**config.mk**
```make
export PLATFORM = sky130hd
export DESIGN_NAME = registro_desplazamiento
export DESIGN_NICKNAME = d
export VERILOG_FILES = /design/src/rtl/registro_desplazamiento.sv
export SDC_FILE = /design/constraint.sdc
export NUM_CORES = 1
export LEC_CHECK = 0
export ABC_AREA = 0
export BUFFER_PORTS_ARGS = -buffer_cell sky130_fd_sc_hd__buf_2
export CAP_MARGIN = 10
export CORE_MARGIN = 1.5
export CORE_UTILIZATION = 48
export DETAILED_ROUTE_END_ITERATION = 8
export HOLD_SLACK_MARGIN = 0.15
export PLACE_DENSITY_LB_ADDON = 0.08
export SYNTH_ARGS = -nofsm -noshare
export SYNTH_HDL_FRONTEND = slang
export SYNTH_SLANG_ARGS = --single-unit
```
**constraint.sdc**
```tcl
create_clock -name clk -period 1.65 [get_ports clk]
set_clock_uncertainty 0.15 [all_clocks]
set_input_delay 0 -clock clk [delete_from_list [all_inputs] [get_ports clk]]
set_output_delay 0 -clock clk [all_outputs]
set_load 0.05 [all_outputs]
```
**src/rtl/registro_desplazamiento.sv**
```systemverilog
// registro_desplazamiento: WIDTH-bit universal shift register with hold, parallel
// load, logical shift, rotate and clear. Also provides a serial output of the last
// bit shifted out, and a saturating shift counter with an empty flag.
module registro_desplazamiento #(
  parameter int                 WIDTH       = 8,
  parameter logic [WIDTH-1:0]   RESET_VALUE = '0,
  localparam int                CNT_W       = $clog2(WIDTH + 1)
) (
  input  logic              clk,
  input  logic              reset,
  input  logic [2:0]        mode,
  input  logic [WIDTH-1:0]  d,
  input  logic              sin,
  output logic [WIDTH-1:0]  q,
  output logic              sout,
  output logic [CNT_W-1:0]  cnt,
  output logic              empty
);

  typedef enum logic [2:0] {
    MODE_HOLD  = 3'b000,
    MODE_LOAD  = 3'b001,
    MODE_SHL   = 3'b010,
    MODE_SHR   = 3'b011,
    MODE_ROL   = 3'b100,
    MODE_ROR   = 3'b101,
    MODE_CLEAR = 3'b110,
    MODE_RSVD  = 3'b111
  } mode_e;

  localparam logic [CNT_W-1:0] CNT_FULL = CNT_W'(WIDTH);

  logic [WIDTH-1:0] r_q;
  logic             r_sout;
  logic [CNT_W-1:0] r_cnt;

  logic [WIDTH-1:0] w_q_nxt;
  logic             w_sout_nxt;
  logic [CNT_W-1:0] w_cnt_nxt;

  // Counter stops at WIDTH so the empty flag stays up under further shifts
  function automatic logic [CNT_W-1:0] sat_inc(input logic [CNT_W-1:0] c);
    return (c == CNT_FULL) ? c : c + CNT_W'(1);
  endfunction

  // Next-state decode for every mode; reserved encoding falls through to hold
  always_comb begin
    w_q_nxt    = r_q;
    w_sout_nxt = r_sout;
    w_cnt_nxt  = r_cnt;
    case (mode)
      MODE_LOAD: begin
        w_q_nxt   = d;
        w_cnt_nxt = '0;
      end
      MODE_SHL: begin
        w_q_nxt    = {r_q[WIDTH-2:0], sin};
        w_sout_nxt = r_q[WIDTH-1];
        w_cnt_nxt  = sat_inc(r_cnt);
      end
      MODE_SHR: begin
        w_q_nxt    = {sin, r_q[WIDTH-1:1]};
        w_sout_nxt = r_q[0];
        w_cnt_nxt  = sat_inc(r_cnt);
      end
      MODE_ROL: begin
        w_q_nxt    = {r_q[WIDTH-2:0], r_q[WIDTH-1]};
        w_sout_nxt = r_q[WIDTH-1];
      end
      MODE_ROR: begin
        w_q_nxt    = {r_q[0], r_q[WIDTH-1:1]};
        w_sout_nxt = r_q[0];
      end
      MODE_CLEAR: begin
        w_q_nxt    = '0;
        w_sout_nxt = 1'b0;
        w_cnt_nxt  = '0;
      end
      default: begin
        w_q_nxt    = r_q;
        w_sout_nxt = r_sout;
        w_cnt_nxt  = r_cnt;
      end
    endcase
  end

  // State register; reset overrides any mode on the same edge
  always_ff @(posedge clk) begin
    if (reset) begin
      r_q    <= RESET_VALUE;
      r_sout <= 1'b0;
      r_cnt  <= '0;
    end else begin
      r_q    <= w_q_nxt;
      r_sout <= w_sout_nxt;
      r_cnt  <= w_cnt_nxt;
    end
  end

  assign q     = r_q;
  assign sout  = r_sout;
  assign cnt   = r_cnt;
  assign empty = (r_cnt == CNT_FULL);

endmodule

```
Word-level counts from Yosys, hierarchy flattened. Cells that the tools add are included.

Latch bits: 0. Register bits: 13. Word-level logic and storage cells: 24. Memories: 0. Bits of input ports: 14. Bits in read-only memories: 0. RAM bits: 0.

Add/subtract/negate cells: 1. Eq/ne operators: 8. Divide/modulo/power cells: 0. Multiply operators: 0. Bitwise gates (word level): 0. Shift operators: 0. Reduce and logical (&&, ||, !) cells: 8. Mux-type cells: 4. $lt $le $gt $ge: 0.

Operator list (number): $pmux 8 s6 (1); $eq 3x3->1 const B (3); $pmux 4 s2 (1); $reduce_or 2->1 (4); $eq 3x2->1 const B (2); $reduce_bool 6->1 (1); $add 4x1->4 const B (1); $eq 4x4->1 const B (1); $mux 4 (1); $eq 3x1->1 const B (1); $pmux 1 s3 (1); $reduce_bool 3->1 (1); $ne 2x2->1 const B (1); $reduce_and 2->1 (1); $reduce_bool 2->1 (1).

Longest topological paths before layout.
Depth in word-level cells: 4. Depth in mapped cells: 6. Depth with buffers taken out: 6.

Worst setup path after synthesis. Ideal clock, no wire load.

Path type: reg2reg. From: reg r_cnt[0], in the netlist cnt[0]. To: reg r_cnt[2], in the netlist cnt[2]. Setup time: 66 ps. Stages on the path, launching flop included: 6. Data arrival time: 1857 ps. Period minus slack after synthesis: 2073 ps. Path slack: -423 ps. Path buffers: 0. Cell sequence: dfxtp_1 inv_1 ha_1 and3b_1 or3_1 a21oi_2.

Longest elaborated chain between the ends: 3. Elaborated cells on any way between the ends: 6.

RTL lines: start, declared (RTL line 35) `logic [CNT_W-1:0] r_cnt;`; start signal, assigned (RTL line 96) `r_cnt <= w_cnt_nxt;`; $eq 4x4->1; via empty (RTL line 17) `output logic empty`; $ne 2x2->1 (no source line); $reduce_and 2->1 (no source line).

The timed path passes the listed nets, and every way through them passes these cells. The select of a mux whose other input is x is not followed. A chain may end at the register's enable or synchronous reset.

Worst setup path in the final report.
From: in d[5]. To: reg r_q[5], in the netlist q[5].

Longest elaborated chain between the ends: 1.

RTL lines: start, declared (RTL line 12) `input logic [WIDTH-1:0] d,`; $pmux 8 s6 (RTL line 51) `case (mode)`; end signal, assigned (RTL line 94) `r_q <= w_q_nxt;`; end, declared (RTL line 33) `logic [WIDTH-1:0] r_q;`.

Every way passes these cells.

==> impl_metrics.csv <==
group,metric,value,unit
clock_tree,clk_latency,0.29,ns
synthesis,synthCells,93,
synthesis,synth_flop_cell,"dfxtp_1",
drt,avgViaCountPerCell,5.67,
power,peakVddDrop,0.497,mV
drt,routed_wl,2240,µm
drt,firstDrtPassIters,6,
power,power.internal,538,µW
clock_tree,cts-root-buf,"clkbuf_4",
grt,overflow,0,
grt,grt_max_degree,12,
place,place_congestion,0.754,
sta,worstMarginPinSlew,0.320,ns
power,clock_power_share,25.6,%
grt,grt_pass1_vias,825,
worst_setup_path,end_kind,"register",
sta,drv_slew,0,
sta,finalCritPeriodShare,97.8,%
worst_setup_path,required,1.68,ns
power,comb_power_share,32.5,%
worst_setup_path,crit_fanout,1,
cells_and_area,fillerInstances,127,
clock_tree,cts_buffer_depth,2,
clock_tree,cts.clk_slew.worst_paths,0.09,ns
job,maxCapViolations,0,
drt,vias,884,
drt,drcViolationCount,0,
worst_setup_path,arrival,1.64,ns
worst_setup_path,cp-start-kind,"input pin",
cells_and_area,diodes,0,
worst_setup_path,path_class,"in2reg",
synthesis,synth_edf_count,0,
grt,grt_pass1_wl,3680,µm
drt,drtIter0Drc,40,
clock_tree,cts_num_sinks,13,
sta,max_slew_margin,78.6,%
sta,hold_violations,0,
floorplanning,rows,14,
floorplanning,core,1540,µm²
sta,worst_hold_slack,0.166,ns
synthesis,ys.warnings.count,0,
place,io_buffers,27,
floorplanning,dieHeight,44.2,µm
drt,wl_per_cell,14.3,µm
floorplanning,ios,28,
clock_tree,post_cts_buffers,0,
synthesis,yosysSeqAreaShare,32.0,%
power,share_seq_of_total_power,41.9,%
clock_tree,htreeDepth,1,
sta,setup-violations-final,0,
place,placed_cells,131,
grt,antenna_found_initial,0,
floorplanning,die_x,44.2,µm
power,p_sw,295,µW
synthesis,yosys-top-cells-count,"dfxtp_1 (13), nor2_1 (12), nand2_1 (7)",
synthesis,synth_cell_types,39,
cells_and_area,drive_gt1_share,35.7,%
cells_and_area,seq_area,274,µm²
clock_tree,cts_made_buffers,3,
floorplanning,initial_utilization,52.8,%
floorplanning,die_area,1950,µm²
place,dp_hpwl,1330,µm
synthesis,yosys-top-cells-area,"dfxtp_1 (32%), nor2_1 (5.5%), a222oi_1 (3.7%), a221oi_2 (3.7%), o21a_1 (3.7%)",
worst_hold_path,hold_path_class,"in2reg",
cells_and_area,stdcell_area,1180,µm²
cells_and_area,layout.nets,157,
cells_and_area,multiInputGateArea,494,µm²
place,placed_cell_area,942,µm²
sta,min_period,1.61,ns
synthesis,synth.top_cell.area_share,32.0,%
status,status,"complete, no violations",
synthesis,ys_ff_latch,13,
synthesis,yosysTopAreaCell,"dfxtp_1",
power,pwr_density_cell,704,nW/µm²
synthesis,syn-cell-area,815,µm²
cells_and_area,fin_cells,156,
synthesis,yosysMostFrequentCell,"dfxtp_1",
cells_and_area,area_delta_synth_final,45.2,%
sta,fmax,620,MHz
cells_and_area,postLayoutCoreUtil,76.7,%
synthesis,synth_fp_nets,109,
grt,track_usage,25.9,%
power,p_sw_share,35.4,%
power,finalPower,832,µW
synthesis,async_reset_ff_share,0,%
drt,detail-route-antenna-nets,0,
power,cellLeakagePower,0.522,nW
synthesis,synth_area_per_cell,8.76,µm²
clock_tree,cts_tree,"done",
area by class of cell:
| type | instances | area share (%) |
|---|---|---|
| clock buffer | 4 | 2.22 |
| timing repair buffer | 49 | 29.8 |
| sequential | 13 | 23.2 |
| tap | 16 | 1.69 |
| multi-input combinational | 70 | 41.8 |
| inverter | 4 | 1.27 |
power by group through the flow:
stage	sequential (mW)	clock, mW	combinational [mW]
after global routing	0.350	0.226	0.292
final	0.348	0.213	0.271
after global placement	0.353	0	0.219
after detailed placement	0.354	0	0.222
after floorplan	0.413	0	0.116
after CTS	0.347	0.213	0.264
flip-flops by register name, indices dropped and copies added (netlist names):
signal	flops
sout	1
q	8
cnt	4
per-stage QoR:
| stage | TNS (ns) | worst slack, ns |
|---|---|---|
| 2_1_floorplan | 0 | 0.00752 |
| 4_1_cts | 0 | 0.0813 |
| 3_5_place_dp | 0 | 0.226 |
| 3_3_place_gp | 0 | 0.262 |
| 6_report | 0 | 0.0366 |
| 5_1_grt | -0.0228 | -0.0228 |
cell usage in the layout, fill, tap and decap left out, types with 2 or more instances in the layout:
cell / count
nor3_1: 3
mux2_1: 2
inv_1: 3
mux2i_1: 2
ha_1: 2
o21a_1: 4
nand2_1: 7
clkbuf_4: 3
dfxtp_4: 2
dlygate4sd3_1: 21
dfxtp_2: 5
dfxtp_1: 6
a221oi_2: 2
a222oi_1: 3
o221ai_1: 3
o21ai_0: 5
buf_2: 27
nand3_1: 2
a21oi_1: 2
nor2_1: 12
xor2_1: 2
critical path, stage by stage:
cell	delay, ns
dlygate4sd3_1	0.53
buf_2	0.12
o221ai_1	0.18
dlygate4sd3_1	0.62
o21a_1	0.15
nor3_1	0.05
repair_timing:
action | CTS | global route
setup endpoints to repair | 0 | 2
hold buffers | 21 | 0
hold endpoints to repair | 13 | 0
gates resized for setup | 0 | 3
final timing paths:
kind	start	to	slack [ns]	depth (start not counted)
setup / recovery	d[5]	q[5]	0.04	6
hold / removal	mode[2]	cnt[0]	0.17	5
setup reg to reg	q[6]	q[5]	0.05	4
hold reg to reg	cnt[2]	cnt[2]	0.35	2
routing by layer:
metal  global-route usage, %  wire length, µm
met1                    32.6              961
met2                    43.2             1130
met3                    3.67              107
met4                    12.7               34
met5                       0                0
cells by family after synthesis:
group                    Yosys count  synth area share [%]
adder cells (fa/ha/maj)            2                  3.07
flip-flops                        13                  32.0
multiplexers                       4                  5.22
AND/OR/NAND/NOR                   35                  21.8
XOR/XNOR                           4                  5.22
AO/OA/AOI/OAI                     25                  25.2
buffers and inverters             10                  7.52
Note: power is estimated with default switching activity, not from simulation.
